$ cat src/rtl/enc_dec_hamming_encoder.sv
// Sequential Hamming SECDED encoder: builds an 8/16/32-bit codeword one position per cycle.
// Optional feature macro ENC_NOISE_EN: XOR a latched noise pattern onto the codeword.
module enc_dec_hamming_encoder #(
    parameter int DATA_WIDTH = 32,
    parameter int CNT_WIDTH  = 5
) (
    input  logic                  clk,
    input  logic                  rst,
    input  logic                  start,
    input  logic [1:0]            codeword_width,
    input  logic [DATA_WIDTH-1:0] data_in,
    input  logic [DATA_WIDTH-1:0] noise,
    output logic                  busy,
    output logic [DATA_WIDTH-1:0] data_out,
    output logic                  operation_done
);

    typedef enum logic [1:0] {IDLE, CALC, FINAL} state_t;

    state_t                state;
    logic [CNT_WIDTH-1:0]  counter;
    logic [CNT_WIDTH-1:0]  last_pos;
    logic [CNT_WIDTH-1:0]  acc;
    logic [DATA_WIDTH-1:0] data_sh;
    logic [DATA_WIDTH-1:0] cw;

    logic [CNT_WIDTH-1:0]  cnt_next;
    logic [CNT_WIDTH-1:0]  idx;
    logic                  is_parity;
    logic [CNT_WIDTH-1:0]  acc_f;
    logic [DATA_WIDTH-1:0] cw_f;
    logic [DATA_WIDTH-1:0] result;

`ifdef ENC_NOISE_EN
    logic [DATA_WIDTH-1:0] noise_lat;
    logic [DATA_WIDTH-1:0] noise_mask;
`else
    logic                  unused_noise;
    assign unused_noise = ^noise;
`endif

    assign cnt_next  = counter + 1'b1;
    assign idx       = counter - 1'b1;
    assign is_parity = ((counter & idx) == '0);

    // The last position (N-1) is always a data bit; it is folded in here so FINAL is the Nth cycle.
    always_comb begin
        acc_f = acc ^ (data_sh[0] ? counter : '0);
        cw_f = cw;
        cw_f[idx] = data_sh[0];
        cw_f[0]  = acc_f[0];
        cw_f[1]  = acc_f[1];
        cw_f[3]  = acc_f[2];
        cw_f[7]  = acc_f[3];
        cw_f[15] = acc_f[4];
        cw_f[last_pos] = ^cw_f;
`ifdef ENC_NOISE_EN
        noise_mask = {DATA_WIDTH{1'b1}} >> (CNT_WIDTH'(DATA_WIDTH - 1) - last_pos);
        result = cw_f ^ (noise_lat & noise_mask);
`else
        result = cw_f;
`endif
    end

    always_ff @(posedge clk or posedge rst) begin
        if (rst) begin
            state          <= IDLE;
            busy           <= 1'b0;
            operation_done <= 1'b0;
            data_out       <= '0;
            counter        <= '0;
            last_pos       <= '0;
            acc            <= '0;
            data_sh        <= '0;
            cw             <= '0;
`ifdef ENC_NOISE_EN
            noise_lat      <= '0;
`endif
        end else begin
            operation_done <= 1'b0;
            case (state)
                IDLE: begin
                    if (start) begin
                        data_sh <= data_in;
`ifdef ENC_NOISE_EN
                        noise_lat <= noise;
`endif
                        case (codeword_width)
                            2'd0:    last_pos <= CNT_WIDTH'(7);
                            2'd1:    last_pos <= CNT_WIDTH'(15);
                            default: last_pos <= CNT_WIDTH'(31);
                        endcase
                        counter <= CNT_WIDTH'(1);
                        acc     <= '0;
                        cw      <= '0;
                        busy    <= 1'b1;
                        state   <= CALC;
                    end
                end
                CALC: begin
                    if (!is_parity) begin
                        cw[idx] <= data_sh[0];
                        if (data_sh[0])
                            acc <= acc ^ counter;
                        data_sh <= data_sh >> 1;
                    end
                    counter <= cnt_next;
                    if (cnt_next == last_pos)
                        state <= FINAL;
                end
                FINAL: begin
                    data_out       <= result;
                    operation_done <= 1'b1;
                    busy           <= 1'b0;
                    state          <= IDLE;
                end
                default: begin
                    busy  <= 1'b0;
                    state <= IDLE;
                end
            endcase
        end
    end

endmodule

$ cat config.mk
export PLATFORM = sky130hd
export DESIGN_NAME = enc_dec_hamming_encoder
export DESIGN_NICKNAME = d
export VERILOG_FILES = /design/src/rtl/enc_dec_hamming_encoder.sv
export SDC_FILE = /design/constraint.sdc
export NUM_CORES = 1
export LEC_CHECK = 0
export ABC_CLOCK_PERIOD_IN_PS = 3660
export CAP_MARGIN = 20
export CORE_MARGIN = 2
export CORE_UTILIZATION = 48
export CTS_CLUSTER_SIZE = 24
export DETAILED_ROUTE_END_ITERATION = 10
export PLACE_DENSITY = 0.84
export REMOVE_ABC_BUFFERS = 1
export SLEW_MARGIN = 30
export SYNTH_ARGS = -nofsm -noshare
export SYNTH_HDL_FRONTEND = slang
export SYNTH_SLANG_ARGS = --single-unit
$ cat constraint.sdc
create_clock -name clk -period 3.66 [get_ports clk]
set_clock_uncertainty 0.1 [all_clocks]
set_input_delay 0.915 -clock clk [delete_from_list [all_inputs] [get_ports clk]]
set_output_delay 0.915 -clock clk [all_outputs]
set_load 0.05 [all_outputs]
## Word level (Yosys, flattened, before mapping)

Cells that the tools add are included.

| operators by class | value |
|---|---|
| $lt $le $gt $ge | 4 |
| muxes and demuxes | 26 |
| equality and inequality tests | 8 |
| reduce and logical (&&, ||, !) cells | 13 |
| $add $sub $neg | 2 |
| bitwise operators | 4 |

Operator list:

| cell | count |
|---|---|
| $mux 32 | 4 |
| $pmux 32 s2 | 2 |
| $bwmux 32 | 2 |
| $reduce_xor 32->1 | 1 |
| $pmux 5 s2 | 3 |
| $mux 5 | 5 |
| $lt 5x6->1 const B | 2 |
| $demux 1 s5 | 2 |
| $ge 5x1->1 const B | 2 |
| $xor 5x5->5 | 2 |
| $ne 2x2->1 const B | 4 |
| $reduce_and 2->1 | 4 |
| $add 5x1->5 const B | 1 |
| $and 5x5->5 | 1 |
| $eq 5x5->1 | 1 |
| $logic_not 5->1 | 1 |
| $sub 5x1->5 const B | 1 |
| $eq 2x1->1 const B | 2 |
| $logic_not 2->1 | 2 |
| $mux 1 | 4 |
| $mux 2 | 2 |
| $pmux 2 s2 | 1 |
| $reduce_and 4->1 | 1 |
| $reduce_and 3->1 | 1 |
| 5 further kinds | 6 |

| word-level totals | value |
|---|---|
| flip-flop bits (word level) | 115 |

## Logic depth before layout (Yosys ltp)

| logic depth | value |
|---|---|
| depth in word-level cells | 8 |
| mapped depth | 14 |
| gate-level depth less buffers | 12 |

## Worst setup path before layout

No wires, ideal clock.

| path | value |
|---|---|
| kind | register to register |
| start point | reg counter[0] |
| end point | reg data_out[16] |
| data arrival time | 3,632 ps |
| library setup time | 104 ps |
| period minus slack after synthesis | 3,836 ps |
| stages on the path, launching flop included | 15 |
| slack | -176 ps |
| buffers on the path | 2 |
| path through | dfrtp_1 clkbuf_1 inv_1 ha_1 inv_1 or3_1 ha_1 buf_4 nor4b_1 mux2i_1 xor2_1 xnor2_1 xnor2_2 xnor3_2 o41ai_2 |

| on the way | value |
|---|---|
| word-level cells in the longest chain between the ends | 8 |
| elaborated cells between the ends (all ways) | 11 |

Ends and longest elaborated chain:

| item | line | RTL |
|---|---|---|
| start, declared | 21 | `logic [CNT_WIDTH-1:0] counter;` |
| start signal, assigned | 107 | `counter <= cnt_next;` |
| $sub 5x1->5 | 43 | `assign idx = counter - 1'b1;` |
| $lt 5x6->1 (implied by the code) or $ge 5x1->1 (tied branches) | 50 | `cw_f[idx] = data_sh[0];` |
| $logic_and 1x1->1 (implied by the code) | 50 |  |
| $mux 1 (implied by the code) | 50 |  |
| $demux 1 s5 | 50 |  |
| $bwmux 32 | 50 |  |
| $reduce_xor 32->1 | 56 | `cw_f[last_pos] = ^cw_f;` |
| $bwmux 32 (*) | 56 |  |
| end signal, assigned | 112 | `data_out <= result;` |
| end, declared | 14 | `output logic [DATA_WIDTH-1:0] data_out,` |

Mark *: on every way between the ends. The rest lies on a longest branch, timed or not.
A chain may end at the register's enable or synchronous reset.

## Worst setup path after layout

| path | value |
|---|---|
| start point | reg counter[1] |
| end point | reg data_out[7] |

| on the way | value |
|---|---|
| word-level cells in the longest chain between the ends | 8 |
| elaborated cells between the ends (all ways) | 11 |

Ends and longest elaborated chain:

| item | line |
|---|---|
| $sub 5x1->5 | 43 |
| $lt 5x6->1 (implied by the code) or $ge 5x1->1 (tied branches) | 50 |
| $logic_and 1x1->1 (implied by the code) | 50 |
| $mux 1 (implied by the code) | 50 |
| $demux 1 s5 | 50 |
| $bwmux 32 | 50 |
| $reduce_xor 32->1 (*) | 56 |
| $bwmux 32 (*) | 56 |

Marks and branches as above.

==> results.tsv <==
metric	value	unit
die_area	12700	sq um
multiInputGateArea	2940	sq um
postSynthAreaPerCell	9.49	sq um
pre_cts_ws	-135	ps
fillers	844	
drc_errors	0	
cts_made_buffers	9	
yosysWarningCount	0	
end_kind	register	
cts_buffer_depth	2	
grt_util_all_layers	0.214	
core-area	11500	sq um
synthCells	598	
yosysSeqAreaShare	0.476	
critPathMaxFanout	8	
tns	0	ps
cp.required	3810	ps
hpwl	8.50	mm
drive_above_1_share	0.176	
place.gp.congestion	0.818	
clock.fmax	275	MHz
drv_cap	0	
numClockSinks	108	
slew_headroom	0.563	
htreeDepth	3	
fp.dieH	113	um
fin_crit_sh	0.994	
slew_viol_final	0	
diodes	0	
drt_iter0_drc	430	
areaGrowthSynthToFinish	29.0	%
via_per_inst	5.67	
grt_overflow_total	0	
vias	4715	
async_flop_share	1.00	
setup_viol	0	
drtAntennaViolNets	0	
worstMarginPinSlew	639	ps
grt_antenna_before_repair	0	
postCtsHoldBufs	0	
clkLatencyLatePin	360	ps
grt_max_degree	63	
seq_area	2700	sq um
synth_seq_cells	108	
outcome	completed	
setup_slack	22.8	ps
pin_count	103	
ys_types	44	
cts.clk_slew.worst_paths	70	ps
synth_edf_count	0	
cp-start-kind	register	
syn_area	5670	sq um
cts_root_buf	clkbuf_16	
setup.worst_path.class	reg2reg	
wire_per_inst	17.3	um
drt-total-wl	14.4	mm
grt_pass1_vias	4615	
synth-main-ff-cell	dfrtp_1	
fin_crit	3640	ps
grt_first_pass_wirelength	22.0	mm
drtPass1Iterations	5	
crit_arrival	3790	ps
hold_viol_final	0	
port_buffers	70	
rows	39	
die_w	113	um
initial_core_util	0.495	
fin_nets	760	
cts_tree	done	
hold_path_class	reg2reg	
area by class of cell:
class / instances / area share
clock buffers: 9 / 0.0308
repair buffers: 125 / 0.158
flip-flops and latches: 108 / 0.369
inverters: 6 / 0.00342
clock inverters: 7 / 0.0135
multi-input cells: 434 / 0.401
well taps: 143 / 0.0244
worst max-delay path, cell delays in order, from the launching register on:
cell and delay, ps:
dfrtp_1 400, inv_2 110, ha_4 160, inv_2 40, or3_4 340, ha_4 260, and4bb_2 330, mux2i_2 250
xnor3_1 460, xnor3_1 260, xnor3_1 230, xnor3_2 350, o41ai_2 240
metal layers:
layer	up-vias	GRT usage	part of all wire	wire, um
met5	-	0	0	0
met3	42	0.0407	0.040	576
li1	2238	-	-	-
met2	141	0.356	0.51	7350
met4	0	0.0959	0.032	466
met1	2294	0.273	0.42	6000
placed cells by master (no fill, tap or decap), types with 3 or more instances in the layout:
| master | instances |
|---|---|
| inv_2 | 3 |
| nor3_1 | 5 |
| ha_4 | 4 |
| xor2_1 | 16 |
| a21oi_1 | 8 |
| nand2_1 | 106 |
| nand3_1 | 40 |
| o41ai_2 | 3 |
| xnor2_1 | 19 |
| xnor2_2 | 5 |
| clkbuf_16 | 9 |
| mux2i_1 | 15 |
| nor2_1 | 46 |
| buf_12 | 3 |
| mux2i_4 | 3 |
| dfrtp_1 | 108 |
| ha_1 | 3 |
| and4bb_2 | 7 |
| o21ai_0 | 64 |
| clkdlybuf4s50_1 | 70 |
| a31oi_1 | 31 |
| mux2i_2 | 9 |
| xnor3_1 | 4 |
| nand4b_1 | 10 |
| nand2b_1 | 5 |
| buf_4 | 51 |
flip-flops by register name (all words and copies together) (netlist names):
| signal | cells |
|---|---|
| last_pos | 3 |
| acc | 5 |
| data_sh | 32 |
| operation_done | 1 |
| data_out | 32 |
| busy | 1 |
| counter | 5 |
| state | 2 |
| cw | 27 |
logic make-up (layout without fill, tap and decap cells):
kind of cell	Yosys count	after routing	synth area share
adders and majority gates	7	7	0.0154
xor gates and xnor gates	45	45	0.0831
muxes	27	27	0.0527
AOI/OAI and AO/OA	114	114	0.118
buffers and inverters	56	147	0.0432
and+or+nand+nor	241	241	0.212
DFF	108	108	0.476
Yosys cell counts, drive strengths merged (4+ instances only):
master / instances / share of area
clkbuf: 34 / 0.022
xor2: 16 / 0.025
xnor2: 24 / 0.038
mux2i: 27 / 0.053
nor3: 5 / 0.0044
nand4b: 11 / 0.020
buf: 16 / 0.017
o21ai: 64 / 0.056
nor4b: 4 / 0.0084
and4bb: 9 / 0.021
a31oi: 31 / 0.034
nand3: 40 / 0.035
a21oi: 8 / 0.0071
nand2b: 6 / 0.0066
nand2: 107 / 0.071
inv: 5 / 0.0033
dfrtp: 108 / 0.48
ha: 7 / 0.015
xnor3: 5 / 0.020
nor2: 46 / 0.030
stage by stage:
| stage | util | cells | area [sq um] | hold WS [ps] |
|---|---|---|---|---|
| after CTS | 0.624 | 826 | 7160 | 387 |
| after floorplan | - | 548 | 5450 | 366 |
| after detailed placement | 0.584 | 803 | 6690 | 369 |
| after global routing | 0.639 | 832 | 7320 | 407 |
| final | 0.639 | 832 | 7320 | 380 |
| after global placement | 0.584 | 803 | 6690 | 361 |
repair_timing:
action	in CTS	in global routing
setup endpoints to repair	8	8
setup buffers	7	6
pin swaps	3	8
cloned	0	0
gates resized for setup	14	23
worst paths after layout:
kind	from	end	slack, ps	cells after the start
worst max-delay path	counter[1]	data_out[7]	20	12
worst min-delay path	data_out[22]	data_out[22]	380	2
worst max register to register	counter[1]	data_out[7]	20	12
worst min register to register	data_out[22]	data_out[22]	380	2
max in group asynchronous	rst	last_pos[4]	1960	3
min in group asynchronous	rst	data_out[12]	720	2
Power is left out: the tool's default activity adds up to more than one toggle a clock period on the data nets, which glitch-free logic cannot reach.
